==> config.mk <==
export PLATFORM = sky130hd
export DESIGN_NAME = alu_cmd_sequencer
export DESIGN_NICKNAME = d
export VERILOG_FILES = /design/src/rtl/alu_pkg.sv /design/src/rtl/alu_cmd_fifo.sv /design/src/rtl/alu_cmd_sequencer.sv
export SDC_FILE = /design/constraint.sdc
export NUM_CORES = 1
export LEC_CHECK = 0
export ABC_AREA = 1
export CAP_MARGIN = 20
export CORE_UTILIZATION = 59
export DETAILED_ROUTE_END_ITERATION = 6
export GPL_ROUTABILITY_DRIVEN = 0
export GPL_TIMING_DRIVEN = 0
export PLACE_DENSITY = 0.88
export SYNTH_ARGS = -nofsm -noshare
export SYNTH_HDL_FRONTEND = slang
export SYNTH_SLANG_ARGS = --single-unit
==> constraint.sdc <==
create_clock -name clk -period 3 [get_ports clk]
set_input_delay 0.3 -clock clk [delete_from_list [all_inputs] [get_ports clk]]
set_output_delay 0.3 -clock clk [all_outputs]
set_load 0.02 [all_outputs]
==> src/rtl/alu_pkg.sv <==
// Shared defaults, opcode constants and the sequencer state encoding for the
// ALU command sequencer and its command buffer.
package alu_pkg;

    localparam int DEF_DATA_W = 9;
    localparam int DEF_OP_W   = 4;
    localparam int DEF_DEPTH  = 4;

    localparam logic [3:0] OP_SUB   = 4'b0001;
    localparam logic [3:0] OP_AND   = 4'b0010;
    localparam logic [3:0] OP_OR    = 4'b0011;
    localparam logic [3:0] OP_XOR   = 4'b0100;
    localparam logic [3:0] OP_NOT   = 4'b0101;
    localparam logic [3:0] OP_UNDEF = 4'b0110;
    localparam logic [3:0] OP_ADD   = 4'b0111;

    typedef enum logic [1:0] {
        S_IDLE = 2'd0,
        S_EXEC = 2'd1,
        S_HOLD = 2'd2
    } state_t;

endpackage

==> src/rtl/alu_cmd_fifo.sv <==
// Command buffer: DEPTH-entry FIFO with registered occupancy count.
// Pointers wrap naturally because DEPTH is a power of two.
module alu_cmd_fifo #(
    parameter int WIDTH = 17,
    parameter int DEPTH = 4
) (
    input  logic                     clk,
    input  logic                     rst,
    input  logic                     push_i,
    input  logic [WIDTH-1:0]         push_data_i,
    input  logic                     pop_i,
    output logic [WIDTH-1:0]         head_o,
    output logic [$clog2(DEPTH):0]   count_o
);

    localparam int AW = $clog2(DEPTH);
    localparam int CW = AW + 1;

    logic [WIDTH-1:0] mem_q [DEPTH];
    logic [AW-1:0]    wr_ptr_q;
    logic [AW-1:0]    rd_ptr_q;
    logic [CW-1:0]    count_q;
    logic             do_push;
    logic             do_pop;

    // Guards keep the buffer consistent even if a caller misbehaves.
    assign do_push = push_i && (count_q < CW'(DEPTH));
    assign do_pop  = pop_i && (count_q != '0);

    always_ff @(posedge clk) begin
        if (rst) begin
            wr_ptr_q <= '0;
            rd_ptr_q <= '0;
            count_q  <= '0;
        end else begin
            if (do_push) begin
                wr_ptr_q <= wr_ptr_q + 1'b1;
            end
            if (do_pop) begin
                rd_ptr_q <= rd_ptr_q + 1'b1;
            end
            case ({do_push, do_pop})
                2'b10:   count_q <= count_q + 1'b1;
                2'b01:   count_q <= count_q - 1'b1;
                default: count_q <= count_q;
            endcase
        end
    end

    always_ff @(posedge clk) begin
        if (do_push) begin
            mem_q[wr_ptr_q] <= push_data_i;
        end
    end

    assign head_o  = mem_q[rd_ptr_q];
    assign count_o = count_q;

endmodule

==> src/rtl/alu_cmd_sequencer.sv <==
// Buffers ALU commands, issues them one at a time to an external combinational
// ALU and holds each result until the consumer accepts it.
module alu_cmd_sequencer
    import alu_pkg::*;
#(
    parameter int DATA_W = DEF_DATA_W,
    parameter int OP_W   = DEF_OP_W,
    parameter int DEPTH  = DEF_DEPTH
) (
    input  logic              clk,
    input  logic              rst,
    input  logic              in_valid,
    output logic              in_ready,
    input  logic [OP_W-1:0]   in_opcode,
    input  logic [DATA_W-1:0] in_a,
    input  logic [DATA_W-1:0] in_b,
    output logic [OP_W-1:0]   alu_opcode,
    output logic [DATA_W-1:0] alu_a,
    output logic [DATA_W-1:0] alu_b,
    input  logic [DATA_W-1:0] alu_out,
    output logic              res_valid,
    input  logic              res_ready,
    output logic [DATA_W-1:0] res_data,
    output logic [OP_W-1:0]   res_opcode,
    output logic              res_err,
    output logic              busy,
    output state_t            dbg_state
);

    // Handshakes: a transfer happens on a rising edge where valid && ready are
    // both high; in_ready depends only on registered state, and res_* stay
    // frozen while res_valid && !res_ready.

    localparam int EW = OP_W + 2 * DATA_W;
    localparam int CW = $clog2(DEPTH) + 1;

    state_t            state_q;
    logic [OP_W-1:0]   alu_opcode_q;
    logic [DATA_W-1:0] alu_a_q;
    logic [DATA_W-1:0] alu_b_q;
    logic              res_valid_q;
    logic [DATA_W-1:0] res_data_q;
    logic [OP_W-1:0]   res_opcode_q;
    logic              res_err_q;

    logic [CW-1:0]     count;
    logic [EW-1:0]     head;
    logic              push;
    logic              pop;

    assign in_ready = (count < CW'(DEPTH));
    assign push     = in_valid && in_ready;

    always_comb begin
        pop = 1'b0;
        case (state_q)
            S_IDLE:  pop = (count != '0);
            S_HOLD:  pop = res_ready && (count != '0);
            default: pop = 1'b0;
        endcase
    end

    alu_cmd_fifo #(
        .WIDTH (EW),
        .DEPTH (DEPTH)
    ) u_fifo (
        .clk         (clk),
        .rst         (rst),
        .push_i      (push),
        .push_data_i ({in_opcode, in_a, in_b}),
        .pop_i       (pop),
        .head_o      (head),
        .count_o     (count)
    );

    always_ff @(posedge clk) begin
        if (rst) begin
            state_q      <= S_IDLE;
            alu_opcode_q <= '0;
            alu_a_q      <= '0;
            alu_b_q      <= '0;
            res_valid_q  <= 1'b0;
            res_data_q   <= '0;
            res_opcode_q <= '0;
            res_err_q    <= 1'b0;
        end else begin
            case (state_q)
                S_IDLE: begin
                    if (pop) begin
                        {alu_opcode_q, alu_a_q, alu_b_q} <= head;
                        state_q <= S_EXEC;
                    end
                end
                S_EXEC: begin
                    res_valid_q  <= 1'b1;
                    res_opcode_q <= alu_opcode_q;
                    if (alu_opcode_q == OP_W'(OP_UNDEF)) begin
                        res_data_q <= '0;
                        res_err_q  <= 1'b1;
                    end else begin
                        res_data_q <= alu_out;
                        res_err_q  <= 1'b0;
                    end
                    state_q <= S_HOLD;
                end
                S_HOLD: begin
                    // The held result is consumed on this edge, so valid drops
                    // during the next EXEC and each result is seen exactly once.
                    if (res_ready) begin
                        res_valid_q <= 1'b0;
                        if (pop) begin
                            {alu_opcode_q, alu_a_q, alu_b_q} <= head;
                            state_q <= S_EXEC;
                        end else begin
                            state_q <= S_IDLE;
                        end
                    end
                end
                default: state_q <= S_IDLE;
            endcase
        end
    end

    assign alu_opcode = alu_opcode_q;
    assign alu_a      = alu_a_q;
    assign alu_b      = alu_b_q;
    assign res_valid  = res_valid_q;
    assign res_data   = res_data_q;
    assign res_opcode = res_opcode_q;
    assign res_err    = res_err_q;
    assign busy       = (state_q != S_IDLE) || (count != '0);
    assign dbg_state  = state_q;

endmodule

==> results.json, run 1 <==
{
  "finalHoldViolCount": 0,
  "io_pins": 76,
  "maxSlewViolCount": 0,
  "cts.sinks": 136,
  "yosysTopAreaCellShare": 0.4681,
  "fillCellCount": 533,
  "clock-root-buffer": "clkbuf_8",
  "path_buf_inv": 3,
  "p_per_area_nw_per_um2": 1023,
  "io_buffers": 75,
  "fin_crit_ps": 2505,
  "ant_nets": 0,
  "grt_overflow": 0,
  "core_area_um2": 9240,
  "grt_max_degree": 17,
  "synthCells": 620,
  "critPathKind": "flip-flop to output port",
  "crit_fanout": 10,
  "dr.first_iter.drc_count": 288,
  "diodes": 0,
  "cts-htree-levels": 4,
  "drive_gt1_frac": 0.08482,
  "drt_wl_total_um": 13170,
  "cp_common_cell": "buf_6",
  "mappedNetlistNets": 661,
  "synth_area_leader_cell": "edfxtp_1",
  "fin_crit_sh": 0.8350,
  "fp.dieW_um": 99.82,
  "maxCapViolations": 0,
  "post_drt_wl_per_cell_um": 15.32,
  "finalInstanceArea_um2": 7246,
  "multi_input_area_um2": 1421,
  "critPathTopFamily": "buffers and inverters",
  "fp.dieH_um": 99.82,
  "cp.required_ps": 2700,
  "holdCritPathClass": "input pin to flip-flop",
  "grt_pass1_vias": 4496,
  "vdd_ir_drop_max_mv": 0.5022,
  "yosys_warnings": 0,
  "first_pass_iters": 6,
  "ys_types": 18,
  "hpwl_um": 8263,
  "cpMaxStageDelayCell": "clkdlybuf4s50_1",
  "cts.reportedPaths.clkPinSlew_ps": 60,
  "syn_avg_cell_area_um2": 9.106,
  "grt_use_total": 0.2817,
  "drc": 0,
  "syn-cell-area_um2": 5645,
  "clockBufferDepth": 2,
  "ys_seq_elements": 136,
  "r2r_start": "dbg_state[1]$_SDFFE_PP0P_",
  "start_util": 0.6110,
  "path_depth": 6,
  "rsz0062_at_grt": "false",
  "hold_end": "res_data[5]$_SDFFE_PP0P_",
  "worst-r2r-setup-slack_ps": 970,
  "start_kind": "flip-flop",
  "worst_slew_pin_slew_ps": 699.3,
  "path_cells": "a21oi_2 > nand2_1 > buf_6 > buf_6 > nand3_1 > clkdlybuf4s50_1",
  "cts_tree": "done",
  "areaGrowthSynthToFinish_pct": 28.35,
  "timing.rr.end": "u_fifo.count_o[2]$_SDFFE_PP0P_",
  "fp-row-count": 35,
  "die_area_um2": 9964,
  "fin_nets": 759,
  "post_cts_buffers": 0,
  "post_cts_resized": 0,
  "yosysSeqAreaShare": 0.6383,
  "cts_inserted_buffers": 17,
  "cp_slowest_stage_delay_ps": 610,
  "worst_r2r_path_depth": 12,
  "synthTopCellsByArea": "edfxtp_1 (47%), dfxtp_1 (17%), nand2_1 (12%)",
  "worstHoldStart": "alu_out[5]",
  "skew_ps": 7.209,
  "setup_viol": 0,
  "critPathCaptureType": "output port",
  "viasPerCell": 5.272,
  "clk_latency_ps": 530,
  "cp.arrival_ps": 2200,
  "p_leak_uw": 0.003237,
  "grt_pass1_wl_um": 20890,
  "seqCellArea_um2": 3603,
  "slew_headroom": 0.5333,
  "place_area_um2": 6678,
  "cts_hold_buffers": 0,
  "grt_antenna_before_repair": 0,
  "power_uw": 7416,
  "num_vias": 4534,
  "hold_path_depth": 3,
  "fmax_mhz": 399.2,
  "outcome": "completed"
}
==> layer usage <==
metal	global-route usage	routed length, um	vias to the layer above
met4	0.1606	388	0
met3	0.06825	1181	45
met5	0	0	-
met2	0.4854	6733	284
met1	0.3221	4871	2095
li1	-	-	2110
==> cells in the mapped netlist (all sizes together) <==
cell type,instances
nand2,174
ha,5
fa,1
nor2,56
inv,131
a21oi,21
a31oi,1
nand3,60
edfxtp,88
buf,19
clkinv,1
clkbuf,5
o21ai,10
dfxtp,48
==> worst reg2reg max path: stages, from the launching register on <==
cell	delay, ps
dfxtp_1	370
a21oi_2	200
nand2_1	120
buf_6	160
inv_1	80
ha_1	170
inv_1	70
fa_1	380
nand2_1	90
nand3_1	110
nand2_1	80
nand2_1	50
nor2_1	100
==> stage by stage <==
| step | hold WS (ps) | TNS [ps] | setup slack [ps] | utilization | cells |
|---|---|---|---|---|---|
| after global routing | 367.3 | 0 | 405.4 | 0.7842 | 860 |
| after global placement | 451.7 | -1967 | -29.82 | 0.7097 | 824 |
| final | 364.1 | 0 | 495.1 | 0.7842 | 860 |
| after detailed placement | 456.3 | 0 | 566.9 | 0.7227 | 828 |
| after floorplan | 369.1 | 0 | 1038 | - | 620 |
| after CTS | 342.1 | 0 | 482.6 | 0.7842 | 860 |
==> report_power, final <==
part / switching [uW] / total (uW) / leakage, uW / internal (uW)
Sequential: 188 / 2570 / 0.00120 / 2390
Combinational: 1800 / 2880 / 0.00177 / 1080
Clock: 787 / 1970 / 0.000260 / 1180
Total: 2770 / 7420 / 0.00324 / 4640
==> cells by family after synthesis <==
family                   count (synthesis)  share of synthesized area
adder cells (fa/ha/maj)                  6                    0.01463
AND/OR/NAND/NOR                        290                     0.2061
AO/OA/AOI/OAI                           32                    0.02926
buffers and inverters                  156                     0.1117
flip-flops                             136                     0.6383
==> sequential cells by signal (all words and copies together), names as in the netlist, named ones only <==
name,count
res_valid,1
res_data,9
u_fifo.rd_ptr_q,2
alu_opcode,4
alu_b,9
u_fifo.count_o,3
u_fifo.mem_q,88
res_opcode,4
u_fifo.wr_ptr_q,2
res_err,1
alu_a,9
dbg_state,2
==> area by class of cell <==
cell class                 instances  area share
buffer                            24     0.01865
clock buffer                      17     0.05716
inverter                         132     0.06838
multi-input combinational        328      0.1962
clock inverter                    15     0.02124
sequential                       136      0.4973
tap                              129     0.02228
timing repair buffer              79      0.1188
==> worst max path at each step <==
stage                                         startpoint                              to  slack, ps
after floorplan           u_fifo.count_o[2]$_SDFFE_PP0P_    u_fifo.mem_q[0][0]$_DFFE_PP_       1040
final                          dbg_state[1]$_SDFFE_PP0P_                            busy        500
after CTS                      dbg_state[1]$_SDFFE_PP0P_                            busy        480
after global placement                          in_valid    u_fifo.mem_q[2][0]$_DFFE_PP_        -30
after global routing      u_fifo.count_o[1]$_SDFFE_PP0P_                            busy        410
after detailed placement                       res_ready  u_fifo.count_o[2]$_SDFFE_PP0P_        570
==> cell usage in the layout, fill, tap and decap left out <==
cell,instances
a21oi_1,20
a21oi_2,1
a31oi_1,1
buf_16,4
buf_2,15
buf_4,1
buf_6,3
bufinv_16,2
clkbuf_1,5
clkbuf_16,16
clkbuf_8,1
clkdlybuf4s50_1,75
clkinv_1,2
clkinv_2,2
clkinv_4,3
clkinvlp_4,6
dfxtp_1,48
edfxtp_1,88
fa_1,1
ha_1,5
inv_1,128
inv_2,3
inv_6,1
nand2_1,174
nand3_1,60
nor2_1,52
nor2_2,4
o21ai_0,10
Power figures use the tool's default switching activity.
==> inputs of run 2 (changes only) <==
Settings changed: CORE_UTILIZATION 59 to 55, PLACE_DENSITY 0.88 to 0.83.
Clock period 3 ns to 2.45 ns, I/O delays scaled along.
==> results.json, run 2 (synthesis gave the netlist of run 1 again) <==
{
  "outcome": "completed",
  "cts_tree": "done",
  "slew_headroom": 0.3902,
  "drc": 0,
  "diodes": 0,
  "p_leak_uw": 0.003242,
  "clockBufferDepth": 2,
  "cp_slowest_stage_delay_ps": 330,
  "worst_slack_ps": 284.1,
  "worstHoldStart": "alu_out[4]",
  "fp.dieH_um": 103.3,
  "p_per_area_nw_per_um2": 1272,
  "r2r_start": "dbg_state[1]$_SDFFE_PP0P_",
  "final_common_cell": "nand2_1",
  "grt_pass1_wl_um": 20890,
  "grt_overflow": 0,
  "rsz0062_at_grt": "false",
  "cts.sinks": 136,
  "grt_use_total": 0.2734,
  "ant_nets": 0,
  "drive_gt1_frac": 0.08618,
  "finalHoldViolCount": 0,
  "areaGrowthSynthToFinish_pct": 28.19,
  "path_cells": "inv_1 > nand3_1 > nand2_1 > buf_6 > buf_6 > nand3_1 > dlygate4sd2_1",
  "maxSlewViolCount": 0,
  "place_ws_ps": 88.51,
  "post_cts_buffers": 0,
  "grt_max_degree": 18,
  "start_kind": "flip-flop",
  "hpwl_um": 8194,
  "fp-row-count": 36,
  "path_buf_inv": 4,
  "drt_wl_total_um": 13640,
  "io_pins": 76,
  "setup_viol": 0,
  "post_drt_wl_per_cell_um": 15.78,
  "fin_crit_sh": 0.8840,
  "io_buffers": 75,
  "fin_nets": 759,
  "largest_register": "u_fifo.mem_q",
  "fin_crit_ps": 2166,
  "vdd_ir_drop_max_mv": 0.5539,
  "viasPerCell": 5.179,
  "final_cell_mix": "nand2_1 (174), inv_1 (128), edfxtp_1 (88)",
  "die_area_um2": 10670,
  "critPathCaptureType": "output port",
  "largest_reg_flops": 88,
  "dr.first_iter.drc_count": 392,
  "first_pass_iters": 5,
  "critPathTopFamily": "buffers and inverters",
  "critPathKind": "flip-flop to output port",
  "grt_pass1_vias": 4558,
  "tns_ps": 0,
  "cts-htree-levels": 4,
  "crit_fanout": 10,
  "maxCapViolations": 0,
  "grt_antenna_before_repair": 0,
  "clk_latency_ps": 530,
  "fmax_mhz": 461.7,
  "worst-r2r-setup-slack_ps": 470,
  "cts.reportedPaths.clkPinSlew_ps": 60,
  "cts_hold_buffers": 0,
  "cp.arrival_ps": 1920,
  "cpMaxStageDelayCell": "dlygate4sd2_1",
  "num_vias": 4475,
  "startpoint": "u_fifo.count_o[1]$_SDFFE_PP0P_",
  "clock-root-buffer": "clkbuf_8",
  "skew_ps": 7.704,
  "fp.dieW_um": 103.3,
  "worst_slew_pin_slew_ps": 913.7,
  "cts_inserted_buffers": 17,
  "holdCritPathClass": "input pin to flip-flop",
  "core_area_um2": 9864,
  "cp.required_ps": 2200,
  "start_util": 0.5723
}
run 2: cell count changes in the layout (fill, tap and decap cells not counted):
| cell | change |
|---|---|
| dlygate4sd2_1 | +1 |
| clkbuf_8 | +2 |
| clkinvlp_4 | -1 |
| inv_6 | +2 |
| clkinv_4 | -2 |
| clkinv_1 | -1 |
| bufinv_16 | +1 |
| clkinv_2 | -1 |
| clkdlybuf4s50_1 | -1 |
| buf_16 | -4 |
| buf_6 | +1 |
| buf_8 | +3 |
run 2: layout make-up:
| type | instances | area [um^2] |
|---|---|---|
| sequential | 136 | 3603 |
| fill | 624 | 2628 |
| multi-input combinational | 328 | 1421 |
| timing repair buffer | 79 | 805.8 |
| inverter | 132 | 495.5 |
| clock buffer | 19 | 441.7 |
| clock inverter | 13 | 167.7 |
| tap | 133 | 166.4 |
| buffer | 24 | 135.1 |
run 2: power breakdown:
group	switching [uW]	internal [uW]	leakage [uW]
clock network	981	1610	0.000283
logic	2170	1280	0.00176
registers	237	2920	0.00120
run 2: worst paths after layout:
path                                     to  depth (start not counted)
max                                    busy                          7
max reg2reg  u_fifo.count_o[2]$_SDFFE_PP0P_                         13
min reg2reg        res_data[5]$_SDFFE_PP0P_                          2
min                res_data[4]$_SDFFE_PP0P_                          3
run 2: what timing repair did:
| action | 4_1_cts | 5_1_grt |
|---|---|---|
| setup endpoints to repair | 1 | 0 |
| hold endpoints to repair | 0 | 0 |
| resized for setup | 1 | 0 |
run 2: worst min-delay path, stage by stage:
cell and delay (ps):
clkdlybuf4s50_1 390, nand3_1 70, a21oi_1 50
run 2: routing by layer:
layer  share of wire  track usage  wire (um)
met1            0.38       0.2942       5122
met3           0.078      0.07728       1061
met4           0.033       0.1506        448
met5               0            0          0
met2            0.51       0.4867       7004
run 2: metrics by stage:
stage               instances  hold slack, ps  instance area, um^2    util  power (uW)
finish                    864           284.3                 7237  0.7336        9204
global route              864           283.6                 7237  0.7336        9733
CTS                       864           277.6                 7237  0.7336        9198
detailed placement        832           458.3                 6629  0.6720        6534
global placement          828           451.3                 6563  0.6653        6379
floorplan                 620           314.1                 5645       -        5272
==> inputs of run 3 (changes only) <==
Settings changed: CORE_UTILIZATION 55 to 54, PLACE_DENSITY 0.83 to 0.82, SYNTH_HIERARCHICAL set to 1.
==> results.json, run 3 <==
{
  "outcome": "completed",
  "fp.dieW_um": 102.1,
  "largest_register": "u_fifo/mem_q",
  "critPathKind": "flip-flop to output port",
  "cts.sinks": 136,
  "maxSlewViolCount": 0,
  "syn_avg_cell_area_um2": 10.70,
  "multi_input_area_um2": 1428,
  "cts_tree": "done",
  "p_per_area_nw_per_um2": 1288,
  "fp.dieH_um": 102.1,
  "fp-row-count": 36,
  "met2_usage": 0.4104,
  "first_pass_iters": 5,
  "worstHoldStart": "alu_out[7]",
  "io_buffers": 75,
  "clockBufferDepth": 2,
  "grt_overflow": 0,
  "final_cell_mix": "edfxtp_1 (88), nor2_1 (85), clkdlybuf4s50_1 (75)",
  "synth_most_common_cell": "nor2_1",
  "yosys_warnings": 6,
  "grt_max_degree": 19,
  "grt_use_total": 0.2448,
  "synthTopCellsByCount": "nor2_1 (89), edfxtp_1 (88), dfxtp_1 (48), nand2_1 (46), inv_1 (44)",
  "fmax_mhz": 438.0,
  "final_util": 0.7202,
  "drive_gt1_frac": 0.1135,
  "grt_pass1_vias": 3976,
  "cpMaxStageDelayCell": "clkdlybuf4s50_1",
  "yosysSeqAreaShare": 0.6656,
  "final_common_cell": "edfxtp_1",
  "cts-htree-levels": 4,
  "critPathTopFamily": "buffers and inverters",
  "cp.required_ps": 2200,
  "crit_fanout": 10,
  "worst_slew_pin_slew_ps": 717.8,
  "hold_end": "res_data[7]$_SDFFE_PP0P_",
  "finalHoldViolCount": 0,
  "slew_headroom": 0.5209,
  "viasPerCell": 5.439,
  "ys_seq_elements": 136,
  "die_area_um2": 10430,
  "areaGrowthSynthToFinish_pct": 29.42,
  "num_vias": 4079,
  "dp_cells": 718,
  "diodes": 0,
  "ant_nets": 0,
  "critPathCaptureType": "output port",
  "synthTopCellsByArea": "edfxtp_1 (49%), dfxtp_1 (18%), nor2_1 (6.2%)",
  "post_drt_wl_per_cell_um": 16.22,
  "path_cells": "a21oi_4 > buf_6 > nand2_1 > nand3_1 > clkdlybuf4s50_1",
  "start_util": 0.5565,
  "worst_slack_ps": 167.1,
  "drt_wl_total_um": 12160,
  "p_leak_uw": 0.002700,
  "skew_ps": 17.47,
  "synthCells": 506,
  "ys_async_sr_fraction": 0,
  "path_buf_inv": 2,
  "io_pins": 76,
  "worst_r2r_path_depth": 15,
  "power_uw": 9024,
  "clock-root-buffer": "clkbuf_8",
  "hpwl_um": 7910,
  "synth_edf_count": 88,
  "fin_crit_ps": 2283,
  "fillCellCount": 669,
  "use_met1": 0.2858,
  "grt_use_met3": 0.06703,
  "fin_nets": 645,
  "busiest_layer": "met2",
  "cp_slowest_stage_delay_ps": 610,
  "rsz0062_at_grt": "false",
  "largest_reg_flops": 88,
  "seqCellArea_um2": 3603,
  "yosysTopAreaCellShare": 0.4881,
  "final_cells": 750,
  "setup_viol": 0,
  "cts_inserted_buffers": 17,
  "start_kind": "flip-flop",
  "tns_ps": 0,
  "cp.arrival_ps": 2040,
  "worst-r2r-setup-slack_ps": 230,
  "syn-cell-area_um2": 5414,
  "dr.first_iter.drc_count": 260,
  "r2r_start": "dbg_state[1]$_SDFFE_PP0P_",
  "place_ws_ps": -238.4,
  "core_area_um2": 9729,
  "holdCritPathClass": "input pin to flip-flop",
  "fin_crit_sh": 0.9318,
  "clk_latency_ps": 520,
  "mappedNetlistNets": 547,
  "cts.reportedPaths.clkPinSlew_ps": 60,
  "timing.rr.end": "u_fifo/count_o[2]$_SDFFE_PP0P_",
  "ys_types": 24,
  "synth_area_leader_cell": "edfxtp_1",
  "vdd_ir_drop_max_mv": 0.5466,
  "cts_hold_buffers": 0,
  "maxCapViolations": 0,
  "synthFlopType": "edfxtp_1",
  "grt_pass1_wl_um": 18650,
  "drc": 0,
  "grt_antenna_before_repair": 0,
  "hold_path_depth": 3
}
==> run 3: cell types whose count changed after synthesis, moves of 2 or more <==
| cell | change |
|---|---|
| nand2_1 | -128 |
| buf_2 | -7 |
| nor2_1 | +33 |
| buf_6 | +9 |
| buf_4 | +2 |
| o22ai_1 | +22 |
| inv_1 | -84 |
| o21ai_1 | +18 |
| clkbuf_1 | -2 |
| nand3_1 | -24 |
| a21oi_1 | +17 |
| o21ai_0 | +26 |
==> run 3: cell families (layout without fill, tap and decap cells) <==
kind of cell / count (synthesis) / in the layout / synth area share
compound gates: 115 / 115 / 0.1142
fa+ha+maj: 6 / 6 / 0.01525
buf+inv: 75 / 186 / 0.07395
flops: 136 / 136 / 0.6656
simple gates: 174 / 174 / 0.1310
==> run 3: per-stage QoR <==
step | hold WS [ps] | cell area [um^2]
3_5_place_dp | 455.7 | 6401
5_1_grt | 317.4 | 7007
6_report | 306.5 | 7007
3_3_place_gp | 448.9 | 6331
2_1_floorplan | 307.4 | 5414
4_1_cts | 279.9 | 7002
==> run 3: what timing repair did <==
item | in CTS | in global routing
pin swaps | 1 | 0
buffers inserted | 1 | 0
endpoints found under the setup margin | 2 | 2
endpoints found under the hold margin | 0 | 0
gates resized for setup | 1 | 1
cloned | 0 | 0
==> run 3: worst max path at each step <==
stage                                              start                             end  slack (ps)  depth (start not counted)
after global placement                          in_valid    u_fifo/mem_q[3][5]$_DFFE_PP_        -540                          5
after floorplan                dbg_state[1]$_SDFFE_PP0P_  u_fifo/count_o[2]$_SDFFE_PP0P_         310                         15
after detailed placement                       res_ready  u_fifo/count_o[2]$_SDFFE_PP0P_        -240                         17
final                          dbg_state[1]$_SDFFE_PP0P_                            busy         170                          5
after global routing           dbg_state[1]$_SDFFE_PP0P_  u_fifo/count_o[2]$_SDFFE_PP0P_          20                         15
after CTS                 u_fifo/count_o[0]$_SDFFE_PP0P_                            busy          50                          5
==> run 3: worst register-to-register path, cell delays in order, from the launching register on <==
cell and delay (ps):
dfxtp_1 390, a21oi_4 200, buf_6 160, nand2_1 90, inv_1 110, nand2_1 80
inv_1 90, ha_1 180, inv_1 80, fa_1 390, inv_1 80, nand2_1 60
nand3_1 80, nand2_1 50, nand2_1 50, nor2_1 40
==> run 3: layer usage <==
layer  vias to the layer above  share of wire  wire [um]
li1                       1929              -          -
met1                      1934           0.40       4897
met2                       197           0.51       6154
met3                        19          0.074        897
met4                         0          0.018        214
met5                         -              0          0
==> run 3: power by group <==
group,internal [uW],switching [uW]
Sequential,3040,262
Clock,1550,917
Combinational,1280,1970
Total,5870,3150
==> run 3: area by class of cell <==
type	instances	area share
plain buffers	25	0.02911
clock buffers	22	0.07232
clock inverters	10	0.01268
inverters	49	0.02732
multi-input cells	295	0.2038
flip-flops and latches	136	0.5143
well taps	133	0.02375
repair buffers	80	0.1168
